<file path="src/rtl/shot_sequencer_pkg.sv">
// shot_pkg: shared types and constants for the shot sequencer.
//   shot_state_t - sequencer FSM states
//   SYNC_STAGES  - flip-flop depth of the asynchronous input synchronizers
package shot_pkg;

  localparam int SYNC_STAGES = 2;

  typedef enum logic [2:0] {
    IDLE     = 3'd0,
    ARM      = 3'd1,
    BLANK    = 3'd2,
    FLASH    = 3'd3,
    VERDICT  = 3'd4,
    COOLDOWN = 3'd5
  } shot_state_t;

endpackage

</file>
<file path="src/rtl/shot_sequencer_if.sv">
// shot_sequencer_if: front-end inputs and renderer/game-logic outputs of the
// shot sequencer.
//   master modport - drives the front-end inputs, observes the outputs
//   slave modport  - the sequencer side
// Inputs : frame_start, gun_is_connected, gun_trigger_n, gun_photodetector,
//          mouse_left, mouse_on_target
// Outputs: blank_screen, target_flash, shot_fired, hit, miss, busy
interface shot_sequencer_if;

  logic frame_start;
  logic gun_is_connected;
  logic gun_trigger_n;
  logic gun_photodetector;
  logic mouse_left;
  logic mouse_on_target;
  logic blank_screen;
  logic target_flash;
  logic shot_fired;
  logic hit;
  logic miss;
  logic busy;

  modport master (
    output frame_start, gun_is_connected, gun_trigger_n, gun_photodetector,
           mouse_left, mouse_on_target,
    input  blank_screen, target_flash, shot_fired, hit, miss, busy
  );

  modport slave (
    input  frame_start, gun_is_connected, gun_trigger_n, gun_photodetector,
           mouse_left, mouse_on_target,
    output blank_screen, target_flash, shot_fired, hit, miss, busy
  );

endinterface

</file>
<file path="src/rtl/shot_sequencer_sync_edge.sv">
// sync_edge: SYNC_STAGES-deep synchronizer for an asynchronous input.
//   ACTIVE_LOW - input asserts low; reset loads the released (deasserted) level
//   EDGE_OUT   - 1: q is a registered one-cycle pulse on the assertion edge
//                0: q is the synchronized level, normalized to active-high
// Ports: clk, rst (async, active-high), din (async input), q (output)
module sync_edge
  import shot_pkg::*;
#(
  parameter bit ACTIVE_LOW = 1'b0,
  parameter bit EDGE_OUT   = 1'b0
) (
  input  logic clk,
  input  logic rst,
  input  logic din,
  output logic q
);

  logic [SYNC_STAGES-1:0] sync_q;
  logic                   sync_active;

  always_ff @(posedge clk or posedge rst) begin
    if (rst) sync_q <= {SYNC_STAGES{ACTIVE_LOW}};
    else     sync_q <= {sync_q[SYNC_STAGES-2:0], din};
  end

  assign sync_active = sync_q[SYNC_STAGES-1] ^ ACTIVE_LOW;

  generate
    if (EDGE_OUT) begin : g_edge
      logic prev_active;
      logic edge_q;

      always_ff @(posedge clk or posedge rst) begin
        if (rst) begin
          prev_active <= 1'b0;
          edge_q      <= 1'b0;
        end else begin
          prev_active <= sync_active;
          edge_q      <= sync_active & ~prev_active;
        end
      end

      assign q = edge_q;
    end else begin : g_level
      assign q = sync_active;
    end
  endgenerate

endmodule

</file>
<file path="src/rtl/shot_sequencer.sv">
// shot_sequencer: sequences one light-gun or mouse shot at a time.
// Accepts a press from the selected source, blanks the screen, flashes the
// targets while sampling the photodetector (gun only), then emits exactly one
// hit or miss pulse and holds busy through a cooldown.
// Ports: clk (pixel clock), rst (async, active-high),
//        bus (shot_sequencer_if.slave: front-end inputs, renderer/game outputs)
module shot_sequencer
  import shot_pkg::*;
#(
  parameter int BLANK_FRAMES    = 1,
  parameter int FLASH_FRAMES    = 1,
  parameter int COOLDOWN_FRAMES = 8,
  parameter int FRM_CNT_W       = 4
) (
  input  logic            clk,
  input  logic            rst,
  shot_sequencer_if.slave bus
);

  localparam logic [FRM_CNT_W-1:0] BLANK_LAST    = FRM_CNT_W'(BLANK_FRAMES - 1);
  localparam logic [FRM_CNT_W-1:0] FLASH_LAST    = FRM_CNT_W'(FLASH_FRAMES - 1);
  localparam logic [FRM_CNT_W-1:0] COOLDOWN_LAST = FRM_CNT_W'(COOLDOWN_FRAMES - 1);

  shot_state_t          state, state_next;
  logic [FRM_CNT_W-1:0] frame_cnt;
  logic                 trig_press, photo_level;
  logic                 mouse_prev, mouse_press, accept;
  logic                 src_gun, light_seen, ambient_err, mouse_hit, verdict_hit;
  logic                 shot_fired_q, blank_q, flash_q;

  sync_edge #(.ACTIVE_LOW(1'b1), .EDGE_OUT(1'b1)) u_trig_sync (
    .clk (clk),
    .rst (rst),
    .din (bus.gun_trigger_n),
    .q   (trig_press)
  );

  sync_edge #(.ACTIVE_LOW(1'b0), .EDGE_OUT(1'b0)) u_photo_sync (
    .clk (clk),
    .rst (rst),
    .din (bus.gun_photodetector),
    .q   (photo_level)
  );

  // Only the connected source may start a shot; presses while busy are dropped.
  assign mouse_press = bus.mouse_left & ~mouse_prev;
  assign accept      = (state == IDLE) &&
                       (bus.gun_is_connected ? trig_press : mouse_press);

  always_comb begin
    state_next = state;
    case (state)
      IDLE:     if (accept) state_next = ARM;
      ARM:      if (bus.frame_start) state_next = src_gun ? BLANK : VERDICT;
      BLANK:    if (bus.frame_start && frame_cnt == BLANK_LAST) state_next = FLASH;
      FLASH:    if (bus.frame_start && frame_cnt == FLASH_LAST) state_next = VERDICT;
      VERDICT:  state_next = COOLDOWN;
      COOLDOWN: if (bus.frame_start && frame_cnt == COOLDOWN_LAST) state_next = IDLE;
      default:  state_next = IDLE;
    endcase
  end

  always_ff @(posedge clk or posedge rst) begin
    if (rst) state <= IDLE;
    else     state <= state_next;
  end

  // Counts whole frames inside a phase; cleared whenever the state changes.
  always_ff @(posedge clk or posedge rst) begin
    if (rst)                      frame_cnt <= '0;
    else if (state_next != state) frame_cnt <= '0;
    else if (bus.frame_start)     frame_cnt <= frame_cnt + 1'b1;
  end

  // Source and mouse verdict are captured at acceptance; the photodetector
  // flags accumulate over every cycle of their phase.
  always_ff @(posedge clk or posedge rst) begin
    if (rst) begin
      mouse_prev  <= 1'b0;
      src_gun     <= 1'b0;
      light_seen  <= 1'b0;
      ambient_err <= 1'b0;
      mouse_hit   <= 1'b0;
    end else begin
      mouse_prev <= bus.mouse_left;
      if (accept) begin
        src_gun     <= bus.gun_is_connected;
        light_seen  <= 1'b0;
        ambient_err <= 1'b0;
        mouse_hit   <= ~bus.gun_is_connected & bus.mouse_on_target;
      end else begin
        if (state == BLANK && photo_level) ambient_err <= 1'b1;
        if (state == FLASH && photo_level) light_seen  <= 1'b1;
      end
    end
  end

  always_ff @(posedge clk or posedge rst) begin
    if (rst) begin
      shot_fired_q <= 1'b0;
      blank_q      <= 1'b0;
      flash_q      <= 1'b0;
    end else begin
      shot_fired_q <= accept;
      blank_q      <= (state_next == BLANK);
      flash_q      <= (state_next == FLASH);
    end
  end

  assign verdict_hit      = src_gun ? (light_seen & ~ambient_err) : mouse_hit;
  assign bus.shot_fired   = shot_fired_q;
  assign bus.blank_screen = blank_q;
  assign bus.target_flash = flash_q;
  assign bus.hit          = (state == VERDICT) &  verdict_hit;
  assign bus.miss         = (state == VERDICT) & ~verdict_hit;
  assign bus.busy         = (state != IDLE);

endmodule

</file>
<file path="src/flat_wrapper.sv">
// flat-port wrapper written by rule: the top's interface ports become plain ports
module shot_sequencer_flat import shot_pkg::*;
#(
  parameter int BLANK_FRAMES    = 1,
  parameter int FLASH_FRAMES    = 1,
  parameter int COOLDOWN_FRAMES = 8,
  parameter int FRM_CNT_W       = 4
)
  (clk, rst, bus_frame_start, bus_gun_is_connected, bus_gun_trigger_n, bus_gun_photodetector, bus_mouse_left, bus_mouse_on_target, bus_blank_screen, bus_target_flash, bus_shot_fired, bus_hit, bus_miss, bus_busy);
  shot_sequencer_if bus_i ();
  input  logic clk;
  input  logic rst;
  input wire logic [$bits(bus_i.frame_start)-1:0] bus_frame_start;
  input wire logic [$bits(bus_i.gun_is_connected)-1:0] bus_gun_is_connected;
  input wire logic [$bits(bus_i.gun_trigger_n)-1:0] bus_gun_trigger_n;
  input wire logic [$bits(bus_i.gun_photodetector)-1:0] bus_gun_photodetector;
  input wire logic [$bits(bus_i.mouse_left)-1:0] bus_mouse_left;
  input wire logic [$bits(bus_i.mouse_on_target)-1:0] bus_mouse_on_target;
  output wire logic [$bits(bus_i.blank_screen)-1:0] bus_blank_screen;
  output wire logic [$bits(bus_i.target_flash)-1:0] bus_target_flash;
  output wire logic [$bits(bus_i.shot_fired)-1:0] bus_shot_fired;
  output wire logic [$bits(bus_i.hit)-1:0] bus_hit;
  output wire logic [$bits(bus_i.miss)-1:0] bus_miss;
  output wire logic [$bits(bus_i.busy)-1:0] bus_busy;
  assign bus_i.frame_start = bus_frame_start;
  assign bus_i.gun_is_connected = bus_gun_is_connected;
  assign bus_i.gun_trigger_n = bus_gun_trigger_n;
  assign bus_i.gun_photodetector = bus_gun_photodetector;
  assign bus_i.mouse_left = bus_mouse_left;
  assign bus_i.mouse_on_target = bus_mouse_on_target;
  assign bus_blank_screen = bus_i.blank_screen;
  assign bus_target_flash = bus_i.target_flash;
  assign bus_shot_fired = bus_i.shot_fired;
  assign bus_hit = bus_i.hit;
  assign bus_miss = bus_i.miss;
  assign bus_busy = bus_i.busy;
  shot_sequencer #(.BLANK_FRAMES(BLANK_FRAMES), .FLASH_FRAMES(FLASH_FRAMES), .COOLDOWN_FRAMES(COOLDOWN_FRAMES), .FRM_CNT_W(FRM_CNT_W)) u_core (.clk(clk), .rst(rst), .bus(bus_i));
endmodule
</file>
<file path="config.mk">
export PLATFORM = sky130hd
export DESIGN_NAME = shot_sequencer_flat
export DESIGN_NICKNAME = d
export VERILOG_FILES = /design/src/rtl/shot_sequencer_pkg.sv /design/src/rtl/shot_sequencer_if.sv /design/src/rtl/shot_sequencer_sync_edge.sv /design/src/rtl/shot_sequencer.sv /design/src/flat_wrapper.sv
export SDC_FILE = /design/constraint.sdc
export NUM_CORES = 1
export LEC_CHECK = 0
export ABC_AREA = 1
export BUFFER_PORTS_ARGS = -buffer_cell sky130_fd_sc_hd__buf_2
export CELL_PAD_IN_SITES_DETAIL_PLACEMENT = 1
export CELL_PAD_IN_SITES_GLOBAL_PLACEMENT = 2
export CORE_ASPECT_RATIO = 1.1
export CORE_MARGIN = 10
export CORE_UTILIZATION = 32
export CTS_BUF_LIST = sky130_fd_sc_hd__clkbuf_2 sky130_fd_sc_hd__clkbuf_4 sky130_fd_sc_hd__clkbuf_8
export CTS_CLUSTER_SIZE = 10
export DETAILED_ROUTE_END_ITERATION = 10
export GPL_ROUTABILITY_DRIVEN = 0
export PLACE_DENSITY = 0.82
export RECOVER_POWER = 50
export SETUP_SLACK_MARGIN = 0.05
export SLEW_MARGIN = 40
export SYNTH_ARGS = -nofsm -noshare
export SYNTH_HDL_FRONTEND = slang
export SYNTH_SLANG_ARGS = --single-unit
</file>
<file path="constraint.sdc">
create_clock -name clk -period 1.4 [get_ports clk]
set_clock_uncertainty 0.05 [all_clocks]
set_input_delay 0 -clock clk [delete_from_list [all_inputs] [get_ports clk]]
set_output_delay 0 -clock clk [all_outputs]
set_load 0.02 [all_outputs]
</file>
# Word level (Yosys, flattened, before mapping)
# Index checks and enable logic that the tools add are counted.
totals:
  reg_bits: 21
  input_bits: 8
  out_inout_bits: 6
  elab_cells: 62
op_classes:
  add_sub_neg: 1
  eq_ne: 9
  n_mux: 15
  n_bitwise: 12
  n_reduce_logical: 11
ops:
  columns: ["op", "count"]
  rows:
  - ["3-bit two-way mux", 6]
  - ["3-bit one-hot mux with 6 select lines", 1]
  - ["3-bit by 2-bit equality test with 1-bit output, second input constant", 4]
  - ["4-bit two-way mux", 2]
  - ["1-bit AND", 6]
  - ["3-bit equality test, second input constant", 2]
  - ["1-bit two-way mux", 6]
  - ["1-bit NOT", 6]
  - ["2-bit nonzero test", 3]
  - ["1-bit logical AND", 5]
  - ["4-bit by 1-bit adder with 4-bit output, second input constant", 1]
  - ["4-bit by 3-bit equality test with 1-bit output, second input constant", 1]
  - ["4-bit logical NOT", 1]
  - ["3-bit by 1-bit equality test with 1-bit output, second input constant", 1]
  - ["3-bit logical NOT", 1]
  - ["3-bit inequality test", 1]
  - ["3-bit nonzero test", 1]

# Depth between registers and ports, before layout
# Gate-level depths: netlist of run 1.
depth:
  word_depth: 8
  depth_mapped: 12
  mapped_depth_nobuf: 12

# Modules after synthesis
# From an unflattened synthesis of run 1, not the netlist that was laid out.
hier_totals:
  hier_cells: 121
  hier_area_um2: 1063.5
by_module_without_submodules:
  columns: ["module", "instances", "cells_per_inst", "area_each_um2", "seq_area_each_um2"]
  rows:
  - ["shot_sequencer", 1, 111, 895.9, 375.4]
  - ["sync_edge at u_core.u_trig_sync", 1, 7, 113.9, 102.6]
  - ["sync_edge at u_core.u_photo_sync", 1, 3, 53.8, 50.0]

# Worst setup path after synthesis of run 1
# No wires, ideal clock.
synth_path:
  path_kind: "register -> register"
  from: "register u_core.frame_cnt[0]"
  to: "register u_core.frame_cnt[0]"
  setup_time_ns: 0.072
  arrival_ns: 1.281
  t_required_ns: 1.278
  setup_slack_ns: -0.003
  path_stages_with_launch: 13
  n_path_buf: 0
  period_less_slack_ns: 1.403
  cell_sequence: "dfrtp_1 -> inv_1 -> ha_1 -> nand2_4 -> clkinv_4 -> nand2_4 -> nand2_2 -> nand2_2 -> nor2_4 -> nand2_2 -> nand2_2 -> nand3_2 -> nor2_1"
synth_via:
  elab_chain_len: 6
  word_cells_on_any_way: 13
  classes_between: "add/sub: 1; eq/ne: 2; mux: 6; reduce/logical: 4"
synth_lines:
  columns: ["item", "line_no", "text"]
  rows:
  - ["from (decl)", "shot_sequencer.sv:25", "logic [FRM_CNT_W-1:0] frame_cnt;"]
  - ["from (signal assigned)", "shot_sequencer.sv:72", "else if (bus.frame_start) frame_cnt <= frame_cnt + 1'b1;"]
  - ["4-bit by 3-bit equality test with 1-bit output or 4-bit logical NOT (tied branches)", "shot_sequencer.sv:58, shot_sequencer.sv:55, shot_sequencer.sv:56", null]
  - ["1-bit logical AND, on equally long branches", "shot_sequencer.sv:58, shot_sequencer.sv:55, shot_sequencer.sv:56", null]
  - ["3-bit two-way mux, on equally long branches", "shot_sequencer.sv:58, shot_sequencer.sv:55, shot_sequencer.sv:56", null]
  - ["3-bit one-hot mux with 6 select lines *", "shot_sequencer.sv:52", "case (state)"]
  - ["named net u_core.state_next[0]", "shot_sequencer.sv:24", "shot_state_t state, state_next;"]
  - ["3-bit inequality test *", "shot_sequencer.sv:71", "else if (state_next != state) frame_cnt <= '0;"]
  - ["4-bit two-way mux or 2-bit nonzero test (tied branches)", null, null]
# The timed path passes the listed nets; every way through them passes the cells marked *. The select of a mux whose other input is x is not followed.
# A chain may end at the register's enable or synchronous reset.

# Final worst setup path of run 1
layout_path:
  from: "register u_core.frame_cnt[1]"
  to: "register u_core.frame_cnt[1]"
layout_via:
  elab_chain_len: 6
  word_cells_on_any_way: 13
  classes_between: "add/sub: 1; eq/ne: 2; mux: 6; reduce/logical: 4"
layout_lines:
  columns: ["item", "line_no"]
  rows:
  - ["4-bit by 3-bit equality test with 1-bit output or 4-bit logical NOT (tied branches)", "shot_sequencer.sv:58, shot_sequencer.sv:55, shot_sequencer.sv:56"]
  - ["1-bit logical AND, on equally long branches", "shot_sequencer.sv:58, shot_sequencer.sv:55, shot_sequencer.sv:56"]
  - ["3-bit two-way mux, on equally long branches", "shot_sequencer.sv:58, shot_sequencer.sv:55, shot_sequencer.sv:56"]
  - ["3-bit one-hot mux with 6 select lines", "shot_sequencer.sv:52"]
  - ["3-bit inequality test", "shot_sequencer.sv:71"]
  - ["4-bit two-way mux or 2-bit nonzero test (tied branches)", null]
# Parallel ways exist; a longest one is shown, timed or not. The select of a mux whose other input is x is not followed.

==> summary.md, run 1 <==
| Metric | Value |
|---|---|
| GRT busiest layer | `met2` |
| Leakage | `0.719 nW` |
| Kind of start point of the critical path | `flop` |
| Register area share after synthesis | `52.0%` |
| Clock sinks | `21` |
| Failing checks | `setup timing` |
| Global-route wire length before repair | `4010 µm` |
| Worst R2R End | `u_core.frame_cnt[1]$_DFFE_PP0P_` |
| Area delta synth->final | `38.1%` |
| Die height | `just under 80 µm` |
| Cell Area, Synth | `slightly above 1000 µm²` |
| GRT met2 Usage | `between 10 and 15%` |
| Post-synth top area share | `46.9%` |
| Relative slew slack | `65.4%` |
| Max frequency | `658 MHz` |
| Final nets | `about 160` |
| Reg-to-reg startpoint | `u_core.frame_cnt[1]$_DFFE_PP0P_` |
| Synth Register Bits | `21` |
| Final Hold Vio Count | `0` |
| Die X | `73.7 µm` |
| Routed wire length | `2510 µm` |
| CP dominant cell by count | `nand2_4` |
| Combinational share of power | `54.7%` |
| CTS Root Buffer Type | `clkbuf_4` |
| Final worst path period share | `109%` |
| DIE AREA | `just under 6000 µm²` |
| Final WS setup | `-0.121 ns` |
| Reg2Reg Depth | `11` |
| Critical Path Sink | `u_core.frame_cnt[1]$_DFFE_PP0P_` |
| CTS tree | `built` |
| Internal power | `1.48 mW` |
| Fin crit period | `1.52 ns` |
| IO buf count | `13` |
| Sw Share | `42.4%` |
| Cts bufs inserted | `3` |
| Met1 Use GR | `9.35%` |
| RSZ-0062 raised after global routing | `true` |
| Row count | `21` |
| Outcome | `finished with violations` |
| Antenna Cells | `0` |
| Worst skew pair latency | `~0.31 ns` |
| Via count | `852` |
| Commonest non-fill, non-tap cells in the layout | `19 x dfrtp_1, 17 x buf_4, 15 x inv_1, 14 x nand2_1, 11 x buf_2` |
| CP Capture Type | `flop` |
| Pwr dens | `1840 nW/µm²` |
| CP startpoint | `u_core.frame_cnt[1]$_DFFE_PP0P_` |
| # setup viols final | `8` |
| Initial antenna violation count | `0` |
| GRT overflow | `0` |
| Cells after synthesis | `114` |
| Top-level port count | `14` |
| Drt wl/cell | `13.4 µm` |
| M3 GR Usage | `3.11%` |
| Post-Syn Area per Cell | `8.90 µm²` |
| Syn nets | `124` |
| Sw Pwr | `approximately 1.1 mW` |
| Min-delay worst type | `input port to flop` |
| Netlist cell types | `22` |
| Max Buffers Root-to-Sink | `2` |
| Slowest cell delay on critical path | `0.44 ns` |
| Initial Util | `between 30% and 40%` |
| Yosys warnings | `0` |
| Area leader, netlist | `dfrtp_1` |
| R2R Setup Slk | `-0.12 ns` |
| Setup tns final | `-0.580 ns` |
| Max IR drop VDD | `about 1000 µV` |
| Worst Path Max Fanout | `4` |
| Number of global-route vias before repair | `911` |
| Sequential share of power | `about a third` |
| Max cap viols | `0` |
| Number of H-tree levels | `1` |
| Router iterations before antenna repair | `4` |
| Share of layout cells above drive strength 1 | `44.4%` |
| Register clock-pin slew on the reported worst setup and hold paths | `0.12 ns` |
| Remaining DRCs | `0` |
| Crit Path Class | `flop to flop` |
| CP delay by family, top | `simple AND/OR/NAND/NOR gates` |
| Crit path max-delay cell type | `dfrtp_1` |
| Vias per cell | `4.56` |
| Critical-path cell list | `inv_2 -> ha_4 -> nand2_4 -> clkinv_4 -> nand2_8 -> nand2_4 -> nand2_4 -> nor2_4 -> nand3_1 -> nand3_4 -> nor2_1` |
| Most common cell after layout, fill and taps aside | `dfrtp_1` |
| Core footprint | `3050 µm²` |
| Pins Over Slew Limit | `0` |
| Largest net degree at the start of global routing | `22` |
| Worst-margin pin slew | `0.519 ns` |
| Post-route ant nets | `0` |
| Area contributors post-synth | `dfrtp_1 47%, inv_1 6.7%, nand2_1 6.3%` |
| Critical Path Stages | `11` |
| Crit path DAT | `1.68 ns` |
| Buf+Inv Stages, Crit Path | `2` |
| Worst Path Required | `1.56 ns` |
| All-Layer GR Usage | `8.82%` |
| Iter 0 DRT Violations | `26` |
| Hpwl dp | `1820 µm` |
| Hold Startpoint | `bus_frame_start` |
| Tot Pwr | `2.58 mW` |
| Clock Power Share | `12.2%` |
-- cell usage after synthesis --
cell / n
nand4_1: 1
xor2_1: 2
a31oi_1: 1
dfrtp_1: 19
xnor2_1: 1
o21ai_0: 4
inv_2: 5
nand3_1: 4
nor2_2: 3
nand2_1: 17
clkinv_4: 1
nand2_2: 4
o21ai_1: 6
inv_1: 18
nor2_4: 2
nor2_1: 14
dfstp_2: 2
buf_6: 1
ha_1: 2
nand2_4: 3
a21oi_1: 2
nand3_2: 2
-- power groups by stage --
stage | clock network (mW) | registers, mW | logic (mW)
3_3_place_gp | 0 | 0.866 | 0.972
5_1_grt | 0.369 | 0.874 | 1.58
4_1_cts | 0.319 | 0.853 | 1.23
3_5_place_dp | 0 | 0.876 | 1.03
2_1_floorplan | 0 | 0.888 | 0.685
6_report | 0.314 | 0.853 | 1.41
-- final cells by class --
class	instances	area, µm²
fill	360	1650
sequential	21	528
multi-input combinational	68	448
timing repair buffer	36	258
inverter	24	95.1
tap	34	42.5
clock buffer	4	30.0
-- sequential cells by signal, summed over array words and instances, names as in the netlist --
| name | count |
|---|---|
| u_core.frame_cnt | 4 |
| u_core.state | 3 |
| u_core.u_photo_sync.sync_q | 2 |
| u_core.u_trig_sync.sync_q | 2 |
| u_core.ambient_err | 1 |
| u_core.bus.blank_screen | 1 |
| u_core.bus.shot_fired | 1 |
| u_core.bus.target_flash | 1 |
| u_core.light_seen | 1 |
| u_core.mouse_hit | 1 |
| u_core.mouse_prev | 1 |
| u_core.src_gun | 1 |
| u_core.u_trig_sync.g_edge.prev_active | 1 |
| u_core.u_trig_sync.q | 1 |
-- kinds of logic (layout without fill, tap and decap cells) --
kind of cell,count (synthesis),after routing,synth area share (%)
compound gates,13,13,6.54
xor+xnor,3,3,2.59
fa+ha+maj,2,2,2.47
buf+inv,25,64,10.5
flops,21,21,52.0
simple gates,50,50,25.9
-- tightest hold or removal path: cells and delay by family --
family | cells | cell delay, ns
simple gates | 1 | 0.05
xor+xnor | 1 | 0.17
buf+inv | 1 | 0.17
-- worst min-delay path by stage --
stage                                                            endpoint  slack [ns]  cells after the start
after floorplan                            u_core.ambient_err$_DFFE_PP0P_       -0.07                      1
after global placement    u_core.u_trig_sync.g_edge.prev_active$_DFF_PP0_       -0.01                      3
after detailed placement                   u_core.u_trig_sync.q$_DFF_PP0_      0.0007                      3
after CTS                                 u_core.frame_cnt[0]$_DFFE_PP0P_        0.05                      3
after global routing                      u_core.frame_cnt[0]$_DFFE_PP0P_        0.06                      3
final                                     u_core.frame_cnt[0]$_DFFE_PP0P_        0.05                      3
-- routing by layer --
metal	part of all wire (%)	wire length [µm]
met3	4.1	102
met2	53	1320
met4	2.3	58
met1	41	1020
met5	0	0
-- timing repair --
action | in CTS | in global routing
hold buffers | 7 | 0
endpoints found under the hold margin | 27 | 0
resized for setup | 10 | 11
buffers inserted | 6 | 3
pin swaps | 10 | 3
setup endpoints to repair | 8 | 12
-- metrics by stage --
stage	util, %	cell area [µm²]	hold slack, ns	setup WS, ns	std cells
global route	46.0	1400	0.0562	-0.218	187
floorplan	-	1020	-0.0750	0.0284	114
detailed placement	38.3	1170	0.000697	-0.135	167
global placement	38.3	1170	-0.0133	-0.0549	167
CTS	44.0	1340	0.0537	-0.0872	184
finish	46.0	1400	0.0507	-0.121	187
Note: power is estimated with default switching activity, not from simulation.
==> run 2, diff against run 1 <==
--- a/config.mk
+++ b/config.mk
@@ -6,17 +6,17 @@
 export NUM_CORES = 1
 export LEC_CHECK = 0
 export ABC_AREA = 1
-export BUFFER_PORTS_ARGS = -buffer_cell sky130_fd_sc_hd__buf_2
 export CELL_PAD_IN_SITES_DETAIL_PLACEMENT = 1
 export CELL_PAD_IN_SITES_GLOBAL_PLACEMENT = 2
 export CORE_ASPECT_RATIO = 1.1
 export CORE_MARGIN = 10
-export CORE_UTILIZATION = 32
+export CORE_UTILIZATION = 35
 export CTS_BUF_LIST = sky130_fd_sc_hd__clkbuf_2 sky130_fd_sc_hd__clkbuf_4 sky130_fd_sc_hd__clkbuf_8
 export CTS_CLUSTER_SIZE = 10
 export DETAILED_ROUTE_END_ITERATION = 10
+export DONT_BUFFER_PORTS = 1
 export GPL_ROUTABILITY_DRIVEN = 0
-export PLACE_DENSITY = 0.82
+export PLACE_DENSITY = 0.81
 export RECOVER_POWER = 50
 export SETUP_SLACK_MARGIN = 0.05
 export SLEW_MARGIN = 40
==> run 2 against run 1 <==
The flow finishes with violations (hold timing, setup timing). Worst setup slack lost 0.038 ns. Critical path type unchanged. Combinational power grew 13%. Sequential share of layout area shrank 0.81 points.
==> summary.md, run 2 (synthesis results as in run 1) <==
| Metric | Value |
|---|---|
| Die X | `71.3 µm` |
| Final worst path period share | `111%` |
| Number of global-route vias before repair | `931` |
| Setup tns final | `-0.919 ns` |
| GRT overflow | `0` |
| Die height | `76.5 µm` |
| Largest register by flop count | `u_core.frame_cnt` |
| IO buf count | `0` |
| Register clock-pin slew on the reported worst setup and hold paths | `0.13 ns` |
| Antenna Cells | `0` |
| Critical-path cell list | `buf_4 -> nand2_1 -> nor2_2 -> nand2_4 -> nand2_4 -> nor2_4 -> nand3_1 -> nand3_4 -> nor2_2` |
| Crit path DAT | `1.78 ns` |
| Largest net degree at the start of global routing | `22` |
| Internal power | `between 1.5 and 2 mW` |
| Worst-margin pin slew | `0.522 ns` |
| Cts bufs inserted | `3` |
| Hold_buf cts | `7` |
| Max FFs per register | `4` |
| Worst Path Max Fanout | `4` |
| Largest registers | `u_core.frame_cnt: 4 flops, u_core.state: 3 flops` |
| Hold_ws | `-0.227 ns` |
| Clock sinks | `21` |
| Core footprint | `between 2000 and 3000 µm²` |
| Final Hold Vio Count | `5` |
| Final Util | `51.8%` |
| Number of H-tree levels | `1` |
| CP Capture Type | `flop` |
| Final nets | `~150` |
| Non-filler instance count after layout | `176` |
| Outcome | `finished with violations` |
| Crit path max-delay cell type | `dfrtp_1` |
| Pins Over Slew Limit | `0` |
| Sequential share of power | `32.6%` |
| Sw Pwr | `1.26 mW` |
| Min-delay worst type | `input port to flop` |
| RSZ-0062 raised after global routing | `true` |
| # setup viols final | `8` |
| Top-level port count | `14` |
| Crit Path Class | `flop to flop` |
| Share of layout cells above drive strength 1 | `49.0%` |
| Placed insts | `154` |
| Max IR drop VDD | `923 µV` |
| Placed inst area | `1110 µm²` |
| Drt wl/cell | `15.7 µm` |
| Failing checks | `hold timing, setup timing` |
| Routed wire length | `~2800 µm` |
| Max frequency | `642 MHz` |
| Clock Power Share | `11.2%` |
| Max Buffers Root-to-Sink | `2` |
| Design area | `1440 µm²` |
| Via count | `about 850` |
| Combinational share of power | `56.2%` |
| Area delta synth->final | `41.8%` |
| Global-route wire length before repair | `4090 µm` |
| Initial antenna violation count | `0` |
| Fillers | `318` |
| Final WS setup | `-0.159 ns` |
| Sw Share | `between 40% and 50%` |
| Kind of start point of the critical path | `flop` |
| Remaining DRCs | `0` |
| Leakage | `approximately 0.69 nW` |
| DIE AREA | `5460 µm²` |
| Relative slew slack | `65.2%` |
| Row count | `20` |
| Worst Path Required | `1.62 ns` |
| Initial Util | `a little over a third` |
| Post-route ant nets | `0` |
| Commonest non-fill, non-tap cells in the layout | `17 x dfrtp_1, 15 x inv_1, 13 x buf_4, 11 x nand2_1, 8 x nand2_2` |
| Pwr dens | `1970 nW/µm²` |
| Slowest cell delay on critical path | `0.40 ns` |
| Vias per cell | `4.80` |
| Fin crit period | `roughly 1.6 ns` |
| Worst skew pair latency | `roughly 0.32 ns` |
| Router iterations before antenna repair | `4` |
| Max cap viols | `0` |
| Hpwl dp | `1730 µm` |
| Most common cell after layout, fill and taps aside | `dfrtp_1` |
| CTS Root Buffer Type | `clkbuf_4` |
| All-Layer GR Usage | `9.11%` |
| Iter 0 DRT Violations | `11` |
| CTS tree | `built` |
## run 2: critical path, delay by kind of cell (launching register included)
| family | cells | cell delay [ns] |
|---|---|---|
| buffers and inverters | 1 | 0.13 |
| AND/OR/NAND/NOR | 8 | 0.92 |
| flip-flops | 1 | 0.40 |
## run 2: metal layers
layer  vias to the layer above  GRT usage, %  part of all wire [%]
met5                         -             0                     0
met4                         0          3.49                   1.4
met3                         5          2.08                   3.4
met2                        12          16.3                    55
met1                       425          9.86                    40
li1                        403             -                     -
## run 2: worst paths after layout
path / depth (start not counted) / slack [ns] / to / from
setup / recovery: 9 / -0.16 / u_core.frame_cnt[0]$_DFFE_PP0P_ / u_core.state[0]$_DFF_PP0_
hold / removal: 2 / -0.23 / u_core.state[2]$_DFF_PP0_ / bus_frame_start
setup reg to reg: 9 / -0.16 / u_core.frame_cnt[0]$_DFFE_PP0P_ / u_core.state[0]$_DFF_PP0_
hold reg to reg: 0 / 0.32 / u_core.u_trig_sync.sync_q[1]$_DFF_PP1_ / u_core.u_trig_sync.sync_q[0]$_DFF_PP1_
max in group asynchronous: 3 / 0.75 / u_core.state[1]$_DFF_PP0_ / rst
min in group asynchronous: 3 / 0.18 / u_core.u_trig_sync.g_edge.prev_active$_DFF_PP0_ / rst
## run 2: repair_timing
| action | in CTS | in global routing |
|---|---|---|
| endpoints found under the hold margin | 34 | 5 |
| gates resized for setup | 4 | 43 |
| setup endpoints to repair | 10 | 13 |
| buffers inserted | 4 | 7 |
| pin swaps | 2 | 11 |
## run 2: final cells by class
| cell class | count | area [µm²] | share of cell area (%) |
|---|---|---|---|
| tap | 33 | 41.3 | 2.87 |
| clock buffer | 3 | 22.5 | 1.57 |
| multi-input combinational | 68 | 498 | 34.6 |
| timing repair buffer | 26 | 229 | 15.9 |
| clock inverter | 1 | 5.00 | 0.348 |
| sequential | 21 | 531 | 36.9 |
| inverter | 24 | 113 | 7.83 |
## run 2: power groups by stage
stage	sequential (mW)	combinational (mW)	clock, mW
3_5_place_dp	0.921	0.968	0
3_3_place_gp	0.912	0.939	0
4_1_cts	0.902	1.08	0.314
6_report	0.922	1.59	0.316
5_1_grt	0.947	1.74	0.353
2_1_floorplan	0.888	0.685	0
## run 2: stage by stage
stage               hold WS [ns]  power [mW]  worst slack (ns)
finish                    -0.227        2.83            -0.159
global route              -0.214        3.04            -0.255
CTS                       -0.216        2.30            -0.103
detailed placement        -0.110        1.89            -0.113
global placement          -0.116        1.85           -0.0634
floorplan                -0.0750        1.57            0.0284
==> run 3, diff against run 2 <==
--- a/config.mk
+++ b/config.mk
@@ -16,10 +16,10 @@
 export DETAILED_ROUTE_END_ITERATION = 10
 export DONT_BUFFER_PORTS = 1
 export GPL_ROUTABILITY_DRIVEN = 0
-export PLACE_DENSITY = 0.81
+export PLACE_DENSITY = 0.82
 export RECOVER_POWER = 50
 export SETUP_SLACK_MARGIN = 0.05
-export SLEW_MARGIN = 40
 export SYNTH_ARGS = -nofsm -noshare
 export SYNTH_HDL_FRONTEND = slang
+export SYNTH_HIERARCHICAL = 1
 export SYNTH_SLANG_ARGS = --single-unit
==> run 3 against run 2 <==
The flow finishes with violations (setup timing). Count of clock-buffer cells in the layout up 1. Routed wire length is 3.0% lower. Flip-flop and latch count unchanged. Via count grew 4.3%. Cell count rose by 5.7%. First-iteration DRC count is 36% lower. Area after synthesis rose by 4.8%. Design area is 2.8% higher. Critical path depth increased by 1. Worst hold slack improved by 0.23 ns. Total power down 4.5%. Clock power is 2% higher. Critical path type unchanged. Largest cell class unchanged. Largest power group unchanged. Highest routed layer unchanged.
==> summary.md, run 3 <==
| Metric | Value |
|---|---|
| Outcome | `finished with violations` |
| Combinational share of power | `54.4%` |
| Die X | `72.6 µm` |
| Vias per cell | `~4.7` |
| Reg-to-reg startpoint | `u_core/frame_cnt[1]$_DFFE_PP0P_` |
| Post-synth EDFFs | `0` |
| Post-synth top area share | `44.7%` |
| Kind of start point of the critical path | `flop` |
| CP delay by family, top | `simple AND/OR/NAND/NOR gates` |
| Relative slew slack | `52.9%` |
| Worst Path Max Fanout | `4` |
| Sw Pwr | `1.16 mW` |
| Global-route wire length before repair | `approximately 4300 µm` |
| DIE AREA | `5650 µm²` |
| GRT overflow | `0` |
| RSZ-0062 raised after global routing | `true` |
| Pins Over Slew Limit | `0` |
| Max FFs per register | `4` |
| Pwr dens | `around 1800 nW/µm²` |
| Antenna Cells | `0` |
| Worst Path Required | `1.60 ns` |
| Router iterations before antenna repair | `2` |
| Critical-path cell list | `buf_6 -> ha_4 -> nand3_4 -> nor2_4 -> nor2_2 -> nor2_2 -> nand2_2 -> nand2_2 -> nand2_4 -> nor2_1` |
| IO buf count | `0` |
| Max frequency | `659 MHz` |
| Sequential share of power | `33.7%` |
| Remaining DRCs | `0` |
| CTS tree | `built` |
| Sw Share | `43.1%` |
| CTS Root Buffer Type | `clkbuf_4` |
| Failing checks | `setup timing` |
| Hold_ws | `0.00619 ns` |
| Netlist cell types | `24` |
| Register clock-pin slew on the reported worst setup and hold paths | `around 0.12 ns` |
| Worst Hold End | `u_core/bus.shot_fired$_DFF_PP0_` |
| Min-delay worst type | `input port to flop` |
| R2R Setup Slk | `-0.12 ns` |
| # setup viols final | `5` |
| Fin crit period | `1.52 ns` |
| Worst-margin pin slew | `0.703 ns` |
| Area leader, netlist | `dfrtp_1` |
| Final nets | `between 150 and 200` |
| Main flop type after synthesis | `dfrtp_1` |
| Number of global-route vias before repair | `960` |
| Clock sinks | `21` |
| Crit path max-delay cell type | `dfrtp_1` |
| Final worst path period share | `108%` |
| Largest net degree at the start of global routing | `16` |
| Register area share after synthesis | `49.6%` |
| Yosys warnings | `6` |
| Cell Area, Synth | `1060 µm²` |
| Die height | `77.8 µm` |
| Initial antenna violation count | `0` |
| Row count | `20` |
| Final Hold Vio Count | `0` |
| Worst skew pair latency | `0.31 ns` |
| Clock Power Share | `a little under an eighth` |
| Fillers | `350` |
| Initial Util | `37.3%` |
| Largest registers | `u_core/frame_cnt: 4 flops, u_core/state: 3 flops` |
| Cells after synthesis | `about 120` |
| Post-synth ARST share | `100%` |
| Reg2Reg Depth | `10` |
| Internal power | `1.54 mW` |
| Syn nets | `around 130` |
| Share of layout cells above drive strength 1 | `45.1%` |
| Top-count cell post-synth | `inv_1` |
| Max Buffers Root-to-Sink | `2` |
| Leakage | `0.707 nW` |
| Number of H-tree levels | `1` |
| Drt wl/cell | `14.4 µm` |
| Largest register by flop count | `u_core/frame_cnt` |
| Max IR drop VDD | `899 µV` |
| Final WS setup | `-0.118 ns` |
| Tot Pwr | `2.70 mW` |
| Worst R2R End | `u_core/frame_cnt[2]$_DFFE_PP0P_` |
| Synth Register Bits | `21` |
| Routed wire length | `about 2700 µm` |
| Iter 0 DRT Violations | `7` |
| Post-Syn Area per Cell | `slightly below 9 µm²` |
| Slowest cell delay on critical path | `between 0.4 and 0.5 ns` |
| Core footprint | `2850 µm²` |
| Hold Startpoint | `bus_mouse_left` |
| Commonest non-fill, non-tap cells in the layout | `19 x buf_4, 17 x dfrtp_1, 16 x inv_1, 16 x nand2_1` |
| CP Capture Type | `flop` |
| Via count | `just under 900` |
| Hpwl dp | `1800 µm` |
| Most common cell after layout, fill and taps aside | `buf_4` |
| Buf+Inv Stages, Crit Path | `1` |
| Commonest cells post-synth | `20 x inv_1, 19 x dfrtp_1, 18 x nor2_1, 17 x nand2_1, 6 x nand2_2` |
| All-Layer GR Usage | `approximately a tenth` |
| Max cap viols | `0` |
| Area contributors post-synth | `dfrtp_1 45%, inv_1 7.1%, nor2_1 6.4%` |
| Post-route ant nets | `0` |
| Hold Path Depth | `5` |
| Cts bufs inserted | `3` |
| Crit Path Class | `flop to flop` |
| Top-level port count | `14` |
| Area delta synth->final | `39.1%` |
| Crit path DAT | `1.71 ns` |
==> run 3: layer usage <==
metal  vias to the layer above  GRT usage, %  wire, µm
li1                        431             -         -
met1                       433          10.8      1120
met2                        13          16.6      1410
met3                         4          2.29       103
met4                         0          3.61        35
met5                         -             0         0
==> run 3: area by class of cell <==
cell class	count	area (µm²)	area share [%]
tap	33	41.3	2.79
timing repair buffer	30	255	17.3
clock buffer	4	30.0	2.03
multi-input combinational	73	517	34.9
inverter	25	105	7.11
sequential	21	531	35.9
==> run 3: metrics by stage <==
step	std cells	setup TNS [ns]	utilization [%]	setup slack [ns]	instance area (µm²)
2_1_floorplan	121	0	-	0.0456	1070
3_3_place_gp	161	-0.166	40.5	-0.0481	1150
3_5_place_dp	161	-0.527	40.5	-0.139	1150
4_1_cts	180	-0.498	48.6	-0.133	1390
5_1_grt	186	-0.973	51.8	-0.219	1480
6_report	186	-0.468	51.8	-0.118	1480
==> run 3: logic make-up after synthesis <==
group	count (synthesis)	share of synthesized area, %
buf+inv	27	11.1
simple gates	59	30.1
flops	21	49.6
xor+xnor	2	1.65
compound gates	10	5.18
fa+ha+maj	2	2.35
==> run 3: worst max-delay path by stage <==
stage / end / depth (start not counted) / slack (ns) / start
3_3_place_gp: u_core/frame_cnt[3]$_DFFE_PP0P_ / 12 / -0.05 / u_core/frame_cnt[1]$_DFFE_PP0P_
4_1_cts: u_core/frame_cnt[2]$_DFFE_PP0P_ / 11 / -0.13 / u_core/frame_cnt[1]$_DFFE_PP0P_
6_report: u_core/frame_cnt[2]$_DFFE_PP0P_ / 10 / -0.12 / u_core/frame_cnt[1]$_DFFE_PP0P_
2_1_floorplan: u_core/frame_cnt[0]$_DFFE_PP0P_ / 11 / 0.05 / u_core/frame_cnt[0]$_DFFE_PP0P_
5_1_grt: u_core/frame_cnt[3]$_DFFE_PP0P_ / 11 / -0.22 / u_core/frame_cnt[1]$_DFFE_PP0P_
3_5_place_dp: u_core/frame_cnt[1]$_DFFE_PP0P_ / 11 / -0.14 / u_core/frame_cnt[1]$_DFFE_PP0P_
==> run 3: worst min-delay path: cells and delay by family <==
family	cells	cell delay, ns
simple gates	4	0.21
buf+inv	1	0.13
==> run 3: repair_timing <==
item	in CTS	in global routing
gates resized for setup	17	19
setup buffers	6	6
hold buffers	9	0
pin swaps	10	13
endpoints found under the setup margin	7	14
endpoints found under the hold margin	35	0
==> run 3: power groups by stage <==
stage / clock network (mW) / registers (mW) / logic, mW
6_report: 0.321 / 0.911 / 1.47
5_1_grt: 0.355 / 0.934 / 1.62
4_1_cts: 0.331 / 0.905 / 1.23
3_5_place_dp: 0 / 0.927 / 0.951
3_3_place_gp: 0 / 0.923 / 0.919
2_1_floorplan: 0 / 0.879 / 0.739
